File: config.mk
export PLATFORM = sky130hd
export DESIGN_NAME = id_ex_stage
export DESIGN_NICKNAME = d
export VERILOG_FILES = /design/src/rtl/id_ex_stage.sv
export SDC_FILE = /design/constraint.sdc
export NUM_CORES = 1
export LEC_CHECK = 0
export ABC_AREA = 1
export BUFFER_PORTS_ARGS = -buffer_cell sky130_fd_sc_hd__buf_2
export CORE_AREA = 2 2 187 189
export CTS_CLUSTER_DIAMETER = 200
export DETAILED_ROUTE_END_ITERATION = 8
export DIE_AREA = 0 0 189 191
export GPL_TIMING_DRIVEN = 0
export SYNTH_ARGS = -nofsm -noshare
export SYNTH_HDL_FRONTEND = slang
export SYNTH_SLANG_ARGS = --single-unit
File: constraint.sdc
create_clock -name clk -period 1.65 [get_ports clk]
set_input_delay 0.165 -clock clk [delete_from_list [all_inputs] [get_ports clk]]
set_output_delay 0.165 -clock clk [all_outputs]
set_load 0.005 [all_outputs]
File: src/rtl/id_ex_stage.sv
// id_ex_stage: ID/EX pipeline register plus EX-side forwarding muxes feeding the ALU.
// Define ID_EX_STALL_EN to add the StallE hold input.
module id_ex_stage #(
    parameter int XLEN = 32,
    parameter int REGW = 5
) (
    input  logic            clk,
    input  logic            rst_n,
    input  logic            FlushE,
`ifdef ID_EX_STALL_EN
    input  logic            StallE,
`endif
    input  logic [XLEN-1:0] RD1D,
    input  logic [XLEN-1:0] RD2D,
    input  logic [XLEN-1:0] PCD,
    input  logic [XLEN-1:0] PCPlus4D,
    input  logic [XLEN-1:0] ImmExtD,
    input  logic [REGW-1:0] Rs1D,
    input  logic [REGW-1:0] Rs2D,
    input  logic [REGW-1:0] RdD,
    input  logic            RegWriteD,
    input  logic            MemWriteD,
    input  logic            JumpD,
    input  logic            BranchD,
    input  logic            ALUSrcD,
    input  logic [1:0]      ResultSrcD,
    input  logic [3:0]      ALUControlD,
    input  logic [1:0]      ForwardAE,
    input  logic [1:0]      ForwardBE,
    input  logic [XLEN-1:0] ALUResultM,
    input  logic [XLEN-1:0] ResultW,
    output logic [XLEN-1:0] SrcAE,
    output logic [XLEN-1:0] SrcBE,
    output logic [XLEN-1:0] WriteDataE,
    output logic [3:0]      ALUControlE,
    output logic            RegWriteE,
    output logic            MemWriteE,
    output logic            JumpE,
    output logic            BranchE,
    output logic [1:0]      ResultSrcE,
    output logic [REGW-1:0] Rs1E,
    output logic [REGW-1:0] Rs2E,
    output logic [REGW-1:0] RdE,
    output logic [XLEN-1:0] PCE,
    output logic [XLEN-1:0] PCPlus4E,
    output logic [XLEN-1:0] ImmExtE,
    output logic            ValidE
);
    typedef struct packed {
        logic [XLEN-1:0] rd1, rd2, pc, pc4, imm;
        logic [REGW-1:0] rs1, rs2, rd;
        logic            reg_write, mem_write, jump, branch, alu_src;
        logic [1:0]      result_src;
        logic [3:0]      alu_control;
        logic            valid;
    } stage_t;

    stage_t d, e;
    logic load;
    logic [XLEN-1:0] fwd_a, fwd_b;

    assign d = '{rd1: RD1D, rd2: RD2D, pc: PCD, pc4: PCPlus4D, imm: ImmExtD,
                 rs1: Rs1D, rs2: Rs2D, rd: RdD,
                 reg_write: RegWriteD, mem_write: MemWriteD, jump: JumpD,
                 branch: BranchD, alu_src: ALUSrcD, result_src: ResultSrcD,
                 alu_control: ALUControlD, valid: 1'b1};

`ifdef ID_EX_STALL_EN
    assign load = !StallE;
`else
    assign load = 1'b1;
`endif

    // Flush zeroes data fields too, so a bubble is fully deterministic
    always_ff @(posedge clk or negedge rst_n) begin
        if (!rst_n)
            e <= '0;
        else if (FlushE)
            e <= '0;
        else if (load)
            e <= d;
    end

    // Select 11 is reserved and falls back to the registered operand
    assign fwd_a = (ForwardAE == 2'b01) ? ResultW : (ForwardAE == 2'b10) ? ALUResultM : e.rd1;
    assign fwd_b = (ForwardBE == 2'b01) ? ResultW : (ForwardBE == 2'b10) ? ALUResultM : e.rd2;

    assign SrcAE       = fwd_a;
    assign WriteDataE  = fwd_b;
    assign SrcBE       = e.alu_src ? e.imm : fwd_b;
    assign ALUControlE = e.alu_control;
    assign RegWriteE   = e.reg_write;
    assign MemWriteE   = e.mem_write;
    assign JumpE       = e.jump;
    assign BranchE     = e.branch;
    assign ResultSrcE  = e.result_src;
    assign Rs1E        = e.rs1;
    assign Rs2E        = e.rs2;
    assign RdE         = e.rd;
    assign PCE         = e.pc;
    assign PCPlus4E    = e.pc4;
    assign ImmExtE     = e.imm;
    assign ValidE      = e.valid;
endmodule
==> run_summary.xml, run 1 <==
<?xml version="1.0" encoding="UTF-8"?>
<metrics>
  <group name="clocking">
    <metric name="path_clk_slew" unit="ps">80</metric>
    <metric name="number_of_clock_buffers_inserted_by_tritoncts" unit="">17</metric>
    <metric name="clock-sinks" unit="">187</metric>
    <metric name="htree_levels" unit="">4</metric>
    <metric name="clk_root_buffer_cell" unit="">sky130_fd_sc_hd__clkbuf_16</metric>
    <metric name="tritoncts" unit="">built</metric>
    <metric name="clockBufferDepth" unit="">2</metric>
  </group>
  <group name="synth">
    <metric name="synth_mux_area_share" unit="%">0</metric>
    <metric name="synth-xor-area-share" unit="%">0</metric>
    <metric name="yosysWarnings" unit="">0</metric>
    <metric name="synth_compound_gate_area_share" unit="%">2.12</metric>
    <metric name="synth_seq_cells" unit="">187</metric>
    <metric name="synth_cell_types" unit="">16</metric>
    <metric name="simple_gate_share_of_the_synthesized_area" unit="%">25.5</metric>
    <metric name="post_synth_inst_count" unit="">1163</metric>
    <metric name="yosysTopAreaCell" unit="">sky130_fd_sc_hd__dfrtp_1</metric>
    <metric name="post_syn_area" unit="um^2">9440</metric>
    <metric name="post_synth.cell_area_avg" unit="um^2">8.12</metric>
    <metric name="yosys-top-cells-area" unit="">sky130_fd_sc_hd__dfrtp_1 (50%), sky130_fd_sc_hd__buf_4 (9.8%), sky130_fd_sc_hd__nor2_1 (8.7%)</metric>
    <metric name="combinational_family_with_the_most_area_after_synthesis" unit="">simple AND/OR/NAND/NOR gates</metric>
    <metric name="synth-seq-area-share" unit="%">49.6</metric>
    <metric name="synth_fa_ha_area_share" unit="%">0</metric>
    <metric name="yosys.area.top_type_share" unit="%">49.6</metric>
    <metric name="synthesis.nets" unit="">1420</metric>
  </group>
  <group name="power">
    <metric name="maximum_vdd_drop" unit="mV">0.669</metric>
    <metric name="leakagePower" unit="nW">8.96</metric>
    <metric name="power.density" unit="nW/um^2">785</metric>
  </group>
  <group name="detailed_routing">
    <metric name="drt_first_iter_violations" unit="">366</metric>
    <metric name="drc_errors" unit="">0</metric>
    <metric name="drt_pre_antenna_iters" unit="">5</metric>
    <metric name="postRouteAntennaNets" unit="">0</metric>
    <metric name="wl_per_cell" unit="um">16.7</metric>
    <metric name="finalWirelength" unit="mm">38.6</metric>
    <metric name="detailroute.via_count" unit="">9776</metric>
    <metric name="via_per_inst" unit="">4.22</metric>
  </group>
  <group name="die">
    <metric name="die_area" unit="um^2">36100</metric>
    <metric name="fp.dieW" unit="um">189</metric>
    <metric name="floorplan.rows" unit="">68</metric>
    <metric name="die-height" unit="um">191</metric>
    <metric name="io_count" unit="">475</metric>
    <metric name="initial_core_util" unit="%">27.7</metric>
    <metric name="area_of_the_core" unit="um^2">34100</metric>
  </group>
  <group name="grt">
    <metric name="global_route.overflow_total" unit="">0</metric>
    <metric name="grt_start_max_net_pins" unit="">101</metric>
    <metric name="grt_pass1_wl" unit="mm">58.0</metric>
    <metric name="grtUsageTotal" unit="%">21.2</metric>
    <metric name="antenna_found_initial" unit="">1</metric>
    <metric name="grt_pass1_vias" unit="">10495</metric>
  </group>
  <group name="critical_path">
    <metric name="worst_ep_required" unit="ps">1480</metric>
    <metric name="arrival_time_worst_endpoint" unit="ps">1660</metric>
    <metric name="cpMaxStageDelayCell" unit="">sky130_fd_sc_hd__dfrtp_2</metric>
    <metric name="path_buf_inv" unit="">4</metric>
    <metric name="critPathCaptureType" unit="">output port</metric>
    <metric name="cp_cell_sequence" unit="">clkinvlp_4, buf_12, clkbuf_16, nand2_2, nand2_1, buf_2</metric>
    <metric name="cp-start-kind" unit="">flop</metric>
    <metric name="critical-path-top-delay-family" unit="">buffers and inverters</metric>
    <metric name="worst-setup-path-type" unit="">flop to output port</metric>
    <metric name="max_stage_delay_on_crit_path" unit="ps">470</metric>
    <metric name="cp_max_fo" unit="">5</metric>
  </group>
  <group name="job">
    <metric name="drv_cap" unit="">0</metric>
  </group>
  <group name="final_layout">
    <metric name="nets" unit="">2105</metric>
    <metric name="layout.area.seq" unit="um^2">4680</metric>
    <metric name="area_growth_syn_to_layout" unit="%">61.6</metric>
    <metric name="fillers" unit="">3285</metric>
    <metric name="layout_cells_sized_above_1" unit="%">43.1</metric>
    <metric name="finalInstanceArea" unit="um^2">15300</metric>
    <metric name="multi_input_area" unit="um^2">2790</metric>
  </group>
  <group name="sta">
    <metric name="post-route-period-util" unit="%">111</metric>
    <metric name="min_period" unit="ps">1830</metric>
    <metric name="layout_setup_ws" unit="ps">-176</metric>
    <metric name="unrepaired_setup_endpoints_after_global_routing" unit="">yes</metric>
    <metric name="worst_slew_pin_slew" unit="ps">780</metric>
    <metric name="peak_freq" unit="GHz">0.548</metric>
    <metric name="final_max_slew_viol_count" unit="">0</metric>
    <metric name="report.final.setup_viol" unit="">32</metric>
    <metric name="timing.final.hold_violations" unit="">0</metric>
    <metric name="timing.slew.headroom" unit="%">48.0</metric>
  </group>
  <group name="run_status">
    <metric name="violated_checks" unit="">negative setup slack</metric>
    <metric name="status" unit="">finished, violations left</metric>
  </group>
  <group name="hold_path">
    <metric name="min_path_type" unit="">input port to async pin</metric>
  </group>
  <group name="placed_design">
    <metric name="rd_place_congestion" unit="">0.968</metric>
    <metric name="placedInstanceArea" unit="um^2">12400</metric>
    <metric name="io_buffer_count" unit="">471</metric>
    <metric name="post-dp-hpwl" unit="mm">28.1</metric>
    <metric name="preCtsSetupSlack" unit="ps">-239</metric>
  </group>
</metrics>
==> cell usage in the layout (no fill, tap or decap) <==
| cell | instances |
|---|---|
| sky130_fd_sc_hd__buf_2 | 491 |
| sky130_fd_sc_hd__nor2_1 | 218 |
| sky130_fd_sc_hd__inv_1 | 208 |
| sky130_fd_sc_hd__dlygate4sd3_1 | 187 |
| sky130_fd_sc_hd__dfrtp_1 | 186 |
| sky130_fd_sc_hd__nand2_1 | 156 |
| sky130_fd_sc_hd__buf_4 | 127 |
| sky130_fd_sc_hd__nand3_1 | 66 |
| sky130_fd_sc_hd__nand2_2 | 59 |
| sky130_fd_sc_hd__a31oi_1 | 32 |
| sky130_fd_sc_hd__nand3_2 | 30 |
| sky130_fd_sc_hd__buf_6 | 20 |
| sky130_fd_sc_hd__clkbuf_16 | 18 |
| sky130_fd_sc_hd__inv_2 | 14 |
| sky130_fd_sc_hd__nand2_4 | 9 |
| sky130_fd_sc_hd__inv_6 | 5 |
| sky130_fd_sc_hd__buf_12 | 5 |
| sky130_fd_sc_hd__clkbuf_1 | 5 |
| sky130_fd_sc_hd__inv_8 | 5 |
| sky130_fd_sc_hd__nand2_8 | 4 |
| sky130_fd_sc_hd__buf_8 | 3 |
| sky130_fd_sc_hd__clkinvlp_4 | 2 |
| sky130_fd_sc_hd__clkbuf_8 | 2 |
| sky130_fd_sc_hd__clkbuf_4 | 2 |
| sky130_fd_sc_hd__clkinv_4 | 2 |
| sky130_fd_sc_hd__bufinv_16 | 2 |
| sky130_fd_sc_hd__diode_2 | 1 |
| sky130_fd_sc_hd__clkinv_2 | 1 |
| sky130_fd_sc_hd__dfrtp_2 | 1 |
| sky130_fd_sc_hd__buf_16 | 1 |
==> metal layers <==
layer	vias up	GRT usage, %	part of all wire (%)	wire [um]
li1	4651	-	-	-
met1	4590	23.7	39	14900
met2	464	38.5	51	19700
met3	71	4.83	7.1	2730
met4	0	9.22	3.4	1300
met5	-	0	0	0
==> power breakdown <==
part           internal, mW  switching, mW
sequential             4.81         0.0954
combinational          1.35           1.33
clock                  2.34           2.05
==> state kept, by name, summed over array words and instances, names as in the netlist, 4 cells and up <==
register and count:
ALUControlE 4, PCPlus4E 32, ImmExtE 32, RdE 5, Rs1E 5, Rs2E 5
PCE 32, e 65
==> synthesized netlist by cell type <==
cell type / n
sky130_fd_sc_hd__nor2_1: 218
sky130_fd_sc_hd__inv_1: 210
sky130_fd_sc_hd__nand2_1: 196
sky130_fd_sc_hd__dfrtp_1: 187
sky130_fd_sc_hd__buf_4: 123
sky130_fd_sc_hd__nand3_1: 66
sky130_fd_sc_hd__a31oi_1: 32
sky130_fd_sc_hd__buf_2: 31
sky130_fd_sc_hd__nand2_2: 30
sky130_fd_sc_hd__nand3_2: 30
sky130_fd_sc_hd__inv_2: 13
sky130_fd_sc_hd__buf_6: 11
sky130_fd_sc_hd__clkbuf_1: 9
sky130_fd_sc_hd__buf_12: 3
sky130_fd_sc_hd__inv_6: 2
sky130_fd_sc_hd__nand2_8: 2
==> cells by family (layout without fill, tap and decap cells) <==
family,count (synthesis),in the layout
buffers and inverters,402,1100
other,0,1
and+or+nand+nor,542,542
DFF,187,187
AOI/OAI and AO/OA,32,32
==> worst max-delay path by stage <==
| stage | from | end | cells past startpoint |
|---|---|---|---|
| 4_1_cts | e[7] | SrcBE[2] | 6 |
| 5_1_grt | e[7] | SrcBE[6] | 6 |
| 6_report | e[7] | SrcBE[6] | 6 |
| 3_5_place_dp | e[7] | SrcBE[23] | 5 |
| 3_3_place_gp | rst_n | PCE[23] | 1 |
| 2_1_floorplan | e[7] | SrcBE[0] | 4 |
==> metrics by stage <==
stage	instances	hold slack [ps]	utilization (%)	power [mW]	setup TNS, ps
after floorplan	1163	-131	-	5.99	0
after global placement	2089	369	36.3	7.14	-549150
after detailed placement	2090	214	36.4	7.16	-2890
after CTS	2315	276	44.1	12.0	-4330
after global routing	2317	293	44.7	12.5	-5180
final	2317	279	44.7	12.0	-3980
==> cell type report <==
class,count,area share (%)
antenna,1,0.0164
buffer,174,8.75
clock buffer,18,2.88
clock inverter,14,1.13
inverter,225,5.62
multi-input combinational,574,18.3
sequential,187,30.7
tap,455,3.73
timing repair buffer,669,28.9
==> timing repair <==
action / 4_1_cts / 5_1_grt
gates resized for setup: 33 / 49
hold endpoints to repair: 273 / 0
pin swaps: 6 / 28
hold buffers: 187 / 0
buffers inserted: 7 / 0
endpoints found under the setup margin: 32 / 40
cloned: 2 / 1
Note: power is estimated with default switching activity, not from simulation.
==> inputs of run 2 (changes only) <==
Settings changed: SKIP_CTS_REPAIR_TIMING set to 1.
==> run_summary.xml, run 2 (same netlist as run 1, synthesis figures left out) <==
<?xml version="1.0" encoding="UTF-8"?>
<metrics>
  <group name="placed_design">
    <metric name="place_inst" unit="">2090</metric>
    <metric name="post-dp-hpwl" unit="mm">28.1</metric>
    <metric name="io_buffer_count" unit="">471</metric>
    <metric name="rd_place_congestion" unit="">0.968</metric>
  </group>
  <group name="final_layout">
    <metric name="fillers" unit="">3296</metric>
    <metric name="final-instance-count-excl-fill" unit="">2317</metric>
    <metric name="layout.area.seq" unit="um^2">4680</metric>
    <metric name="regMostFlops" unit="">e</metric>
    <metric name="layout.cells.most_common" unit="">sky130_fd_sc_hd__buf_2</metric>
    <metric name="nets" unit="">2103</metric>
    <metric name="layout_cells_sized_above_1" unit="%">42.9</metric>
    <metric name="multi_input_area" unit="um^2">2750</metric>
    <metric name="area_growth_syn_to_layout" unit="%">61.4</metric>
    <metric name="mostFrequentLayoutCells" unit="">sky130_fd_sc_hd__buf_2 (495), sky130_fd_sc_hd__nor2_1 (218), sky130_fd_sc_hd__inv_1 (208), sky130_fd_sc_hd__dlygate4sd3_1 (187), sky130_fd_sc_hd__dfrtp_1 (186)</metric>
    <metric name="largest_register_ff_count" unit="">65</metric>
  </group>
  <group name="critical_path">
    <metric name="cp_max_fo" unit="">8</metric>
    <metric name="cp_cell_sequence" unit="">buf_12, clkinv_16, clkbuf_16, nand2_2, nand2_1, buf_2</metric>
    <metric name="worst_ep_required" unit="ps">1480</metric>
    <metric name="critical-path-top-delay-family" unit="">buffers and inverters</metric>
    <metric name="max_stage_delay_on_crit_path" unit="ps">380</metric>
    <metric name="arrival_time_worst_endpoint" unit="ps">1520</metric>
    <metric name="cpMaxStageDelayCell" unit="">sky130_fd_sc_hd__dfrtp_2</metric>
    <metric name="critPathCaptureType" unit="">output port</metric>
    <metric name="path_buf_inv" unit="">4</metric>
    <metric name="worst-setup-path-type" unit="">flop to output port</metric>
    <metric name="cp-start-kind" unit="">flop</metric>
  </group>
  <group name="die">
    <metric name="initial_core_util" unit="%">27.7</metric>
    <metric name="die-height" unit="um">191</metric>
    <metric name="io_count" unit="">475</metric>
    <metric name="fp.dieW" unit="um">189</metric>
    <metric name="area_of_the_core" unit="um^2">34100</metric>
    <metric name="die_area" unit="um^2">36100</metric>
    <metric name="floorplan.rows" unit="">68</metric>
  </group>
  <group name="power">
    <metric name="switching_power" unit="mW">3.45</metric>
    <metric name="power.share.combinational" unit="%">22.2</metric>
    <metric name="switching_share" unit="%">28.9</metric>
    <metric name="total_power" unit="mW">11.9</metric>
    <metric name="power.internal" unit="mW">8.49</metric>
    <metric name="p_clk_share" unit="%">36.7</metric>
    <metric name="maximum_vdd_drop" unit="mV">0.678</metric>
    <metric name="leakagePower" unit="nW">8.96</metric>
    <metric name="pwr-share-seq" unit="%">41.1</metric>
    <metric name="power.density" unit="nW/um^2">783</metric>
  </group>
  <group name="clocking">
    <metric name="htree_levels" unit="">4</metric>
    <metric name="number_of_clock_buffers_inserted_by_tritoncts" unit="">17</metric>
    <metric name="path_clk_slew" unit="ps">70</metric>
    <metric name="tritoncts" unit="">built</metric>
    <metric name="clk_root_buffer_cell" unit="">sky130_fd_sc_hd__clkbuf_16</metric>
    <metric name="clockBufferDepth" unit="">2</metric>
    <metric name="clock-sinks" unit="">187</metric>
  </group>
  <group name="sta">
    <metric name="hold-worst-slack" unit="ps">262</metric>
    <metric name="report.final.setup_viol" unit="">9</metric>
    <metric name="post-route-period-util" unit="%">102</metric>
    <metric name="worst_slew_pin_slew" unit="ps">790</metric>
    <metric name="timing.final.hold_violations" unit="">0</metric>
    <metric name="final_max_slew_viol_count" unit="">0</metric>
    <metric name="timing.slew.headroom" unit="%">47.3</metric>
    <metric name="peak_freq" unit="GHz">0.595</metric>
    <metric name="totalNegativeSetupSlack" unit="ps">-119</metric>
    <metric name="layout_setup_ws" unit="ps">-30.3</metric>
    <metric name="unrepaired_setup_endpoints_after_global_routing" unit="">yes</metric>
    <metric name="min_period" unit="ps">1680</metric>
  </group>
  <group name="detailed_routing">
    <metric name="via_per_inst" unit="">4.20</metric>
    <metric name="drt_pre_antenna_iters" unit="">5</metric>
    <metric name="drc_errors" unit="">0</metric>
    <metric name="detailroute.via_count" unit="">9738</metric>
    <metric name="postRouteAntennaNets" unit="">0</metric>
    <metric name="finalWirelength" unit="mm">38.3</metric>
    <metric name="drt_first_iter_violations" unit="">455</metric>
    <metric name="wl_per_cell" unit="um">16.5</metric>
  </group>
  <group name="grt">
    <metric name="grt_pass1_wl" unit="mm">52.2</metric>
    <metric name="grt_start_max_net_pins" unit="">101</metric>
    <metric name="grtUsageTotal" unit="%">19.3</metric>
    <metric name="antenna_found_initial" unit="">1</metric>
    <metric name="global_route.overflow_total" unit="">0</metric>
    <metric name="grt_pass1_vias" unit="">8980</metric>
  </group>
  <group name="run_status">
    <metric name="violated_checks" unit="">negative setup slack</metric>
    <metric name="status" unit="">finished, violations left</metric>
  </group>
  <group name="job">
    <metric name="drv_cap" unit="">0</metric>
  </group>
  <group name="hold_path">
    <metric name="min_path_type" unit="">input port to async pin</metric>
  </group>
</metrics>
## run 2: worst max-delay path by stage
stage	from	to	slack, ps	cells past startpoint
global route	e[7]	SrcBE[8]	-80	5
floorplan	e[7]	SrcBE[0]	590	4
finish	e[7]	SrcBE[27]	-30	6
global placement	rst_n	PCE[23]	-2950	1
detailed placement	e[7]	SrcBE[23]	-240	5
CTS	e[7]	SrcBE[23]	-770	5
## run 2: through the flow
| stage | util, % | cell area (um^2) | setup WS [ps] |
|---|---|---|---|
| 6_report | 44.7 | 15200 | -30.3 |
| 2_1_floorplan | - | 9440 | 587 |
| 3_5_place_dp | 36.4 | 12400 | -239 |
| 5_1_grt | 44.6 | 15200 | -82.2 |
| 3_3_place_gp | 36.3 | 12400 | -2950 |
| 4_1_cts | 38.2 | 13000 | -766 |
## run 2: area by class of cell
type	count	area share, %
clock buffer	18	2.88
timing repair buffer	665	28.8
sequential	187	30.7
buffer	176	8.93
multi-input combinational	574	18.0
antenna	3	0.0493
clock inverter	14	1.13
inverter	225	5.78
tap	455	3.74
## run 2: power by group through the flow
stage	logic, mW	registers, mW	clock network, mW
2_1_floorplan	1.03	4.96	0
3_3_place_gp	2.15	4.99	0
3_5_place_dp	2.17	4.99	0
4_1_cts	2.18	4.90	4.50
5_1_grt	2.89	4.93	4.69
6_report	2.65	4.90	4.38
## run 2: per-layer routing
metal	up-vias	share of wire [%]	GRT usage [%]
met1	4598	39	22.2
li1	4646	-	-
met5	-	0	0
met3	60	7.1	5.32
met4	0	2.5	6.19
met2	434	51	34.6
==> inputs of run 3 (changes only) <==
--- a/config.mk
+++ b/config.mk
@@ -14,2 +14,3 @@
 export GPL_TIMING_DRIVEN = 0
+export RECOVER_POWER = 25
 export SKIP_CTS_REPAIR_TIMING = 1
==> constraint.sdc (replaced) <==
create_clock -name clk -period 1.65 [get_ports clk]
set_input_delay 0.33 -clock clk [delete_from_list [all_inputs] [get_ports clk]]
set_output_delay 0.33 -clock clk [all_outputs]
set_load 0.005 [all_outputs]
==> run_summary.xml, run 3 (same netlist as run 1, synthesis figures left out) <==
<?xml version="1.0" encoding="UTF-8"?>
<metrics>
  <group name="detailed_routing">
    <metric name="postRouteAntennaNets" unit="">0</metric>
    <metric name="drc_errors" unit="">0</metric>
    <metric name="drt_pre_antenna_iters" unit="">4</metric>
    <metric name="wl_per_cell" unit="um">16.6</metric>
    <metric name="detailroute.via_count" unit="">8903</metric>
    <metric name="drt_first_iter_violations" unit="">350</metric>
    <metric name="via_per_inst" unit="">4.17</metric>
    <metric name="finalWirelength" unit="mm">35.5</metric>
  </group>
  <group name="sta">
    <metric name="final_max_slew_viol_count" unit="">0</metric>
    <metric name="timing.final.hold_violations" unit="">0</metric>
    <metric name="timing.slew.headroom" unit="%">48.1</metric>
    <metric name="peak_freq" unit="GHz">0.546</metric>
    <metric name="min_period" unit="ps">1830</metric>
    <metric name="unrepaired_setup_endpoints_after_global_routing" unit="">yes</metric>
    <metric name="post-route-period-util" unit="%">111</metric>
    <metric name="layout_setup_ws" unit="ps">-181</metric>
    <metric name="worst_slew_pin_slew" unit="ps">778</metric>
    <metric name="report.final.setup_viol" unit="">32</metric>
  </group>
  <group name="power">
    <metric name="p_clk_share" unit="%">37.8</metric>
    <metric name="power.share.combinational" unit="%">20.0</metric>
    <metric name="switching_power" unit="mW">3.37</metric>
    <metric name="power.internal" unit="mW">8.24</metric>
    <metric name="leakagePower" unit="nW">8.27</metric>
    <metric name="pwr-share-seq" unit="%">42.2</metric>
    <metric name="power.density" unit="nW/um^2">853</metric>
    <metric name="switching_share" unit="%">29.0</metric>
    <metric name="maximum_vdd_drop" unit="mV">0.665</metric>
  </group>
  <group name="die">
    <metric name="die_area" unit="um^2">36100</metric>
    <metric name="floorplan.rows" unit="">68</metric>
    <metric name="initial_core_util" unit="%">27.7</metric>
    <metric name="die-height" unit="um">191</metric>
    <metric name="area_of_the_core" unit="um^2">34100</metric>
    <metric name="fp.dieW" unit="um">189</metric>
    <metric name="io_count" unit="">475</metric>
  </group>
  <group name="hold_path">
    <metric name="min-delay-start" unit="">ImmExtD[23]</metric>
    <metric name="min_path_type" unit="">input port to flop</metric>
    <metric name="worstHoldEndpoint" unit="">ImmExtE[23]</metric>
    <metric name="hold_path_depth" unit="">3</metric>
  </group>
  <group name="grt">
    <metric name="antenna_found_initial" unit="">1</metric>
    <metric name="grt_start_max_net_pins" unit="">101</metric>
    <metric name="grtUsageTotal" unit="%">19.3</metric>
    <metric name="grt_pass1_wl" unit="mm">52.2</metric>
    <metric name="grt_pass1_vias" unit="">8980</metric>
    <metric name="global_route.overflow_total" unit="">0</metric>
  </group>
  <group name="clocking">
    <metric name="clock-sinks" unit="">187</metric>
    <metric name="clockBufferDepth" unit="">2</metric>
    <metric name="htree_levels" unit="">4</metric>
    <metric name="path_clk_slew" unit="ps">80</metric>
    <metric name="clk_root_buffer_cell" unit="">sky130_fd_sc_hd__clkbuf_16</metric>
    <metric name="number_of_clock_buffers_inserted_by_tritoncts" unit="">17</metric>
    <metric name="tritoncts" unit="">built</metric>
  </group>
  <group name="critical_path">
    <metric name="arrival_time_worst_endpoint" unit="ps">1500</metric>
    <metric name="worst-setup-path-type" unit="">flop to output port</metric>
    <metric name="cp_max_fo" unit="">8</metric>
    <metric name="critPathCaptureType" unit="">output port</metric>
    <metric name="worst_ep_required" unit="ps">1320</metric>
    <metric name="cp-start-kind" unit="">flop</metric>
  </group>
  <group name="final_layout">
    <metric name="mostFrequentLayoutCells" unit="">sky130_fd_sc_hd__buf_2 (470), sky130_fd_sc_hd__nor2_1 (218), sky130_fd_sc_hd__inv_1 (207), sky130_fd_sc_hd__dfrtp_1 (186), sky130_fd_sc_hd__nand2_1 (155)</metric>
    <metric name="regMostFlops" unit="">e</metric>
    <metric name="layout_cells_sized_above_1" unit="%">48.2</metric>
    <metric name="largest_register_ff_count" unit="">65</metric>
    <metric name="nets" unit="">1924</metric>
    <metric name="final-instance-count-excl-fill" unit="">2136</metric>
    <metric name="layout.cells.most_common" unit="">sky130_fd_sc_hd__buf_2</metric>
    <metric name="area_growth_syn_to_layout" unit="%">44.1</metric>
  </group>
  <group name="job">
    <metric name="drv_cap" unit="">0</metric>
  </group>
  <group name="placed_design">
    <metric name="rd_place_congestion" unit="">0.968</metric>
    <metric name="preCtsSetupSlack" unit="ps">-404</metric>
    <metric name="io_buffer_count" unit="">471</metric>
    <metric name="place_inst" unit="">2090</metric>
    <metric name="post-dp-hpwl" unit="mm">28.1</metric>
  </group>
  <group name="run_status">
    <metric name="violated_checks" unit="">negative setup slack</metric>
    <metric name="status" unit="">finished, violations left</metric>
  </group>
</metrics>
run 3: cell type report:
class                           instances  area (um^2)
Fill cell                            3572        20500
Sequential cell                       187         4680
Clock buffer                           18          439
Clock inverter                         14          173
Tap cell                              455          569
Inverter                              225          896
Multi-Input combinational cell        574         2790
Antenna cell                            1         2.50
Timing Repair Buffer                  486         2630
Buffer                                176         1430
run 3: worst max-delay path by stage:
stage / startpoint / endpoint / slack [ps] / cells after the start
after floorplan: ForwardBE[0] / SrcBE[13] / 330 / 9
after global placement: rst_n / PCE[23] / -3110 / 1
after detailed placement: e[7] / SrcBE[23] / -400 / 5
after CTS: e[7] / SrcBE[23] / -930 / 5
after global routing: e[7] / SrcBE[27] / -230 / 6
final: e[7] / SrcBE[27] / -180 / 6
run 3: metrics by stage:
stage / TNS [ps] / power (mW) / hold WS (ps) / instance area (um^2) / utilization, %
3_3_place_gp: -589510 / 7.14 / 534 / 12400 / 36.3
5_1_grt: -6920 / 12.2 / 37.3 / 13600 / 39.9
2_1_floorplan: 0 / 5.99 / 34.4 / 9440 / -
3_5_place_dp: -12510 / 7.16 / 379 / 12400 / 36.4
6_report: -4730 / 11.6 / 63.4 / 13600 / 39.9
4_1_cts: -29590 / 11.6 / -123 / 13000 / 38.2
run 3: critical path: stages (launching register included):
cell	delay, ps
sky130_fd_sc_hd__dfrtp_2	380
sky130_fd_sc_hd__buf_12	150
sky130_fd_sc_hd__clkinv_16	90
sky130_fd_sc_hd__clkbuf_16	170
sky130_fd_sc_hd__nand2_2	70
sky130_fd_sc_hd__nand2_1	40
sky130_fd_sc_hd__buf_2	120
run 3: power groups by stage:
stage	Sequential [mW]	Combinational [mW]	Clock, mW
detailed placement	4.99	2.17	0
floorplan	4.96	1.03	0
finish	4.90	2.33	4.39
global route	4.92	2.57	4.70
global placement	4.99	2.15	0
CTS	4.90	2.18	4.50
run 3: layer usage:
layer / global-route usage (%) / part of all wire (%)
met5: 0 / 0.037
met2: 34.6 / 51
met3: 5.32 / 8.0
met4: 6.19 / 2.4
met1: 22.2 / 39
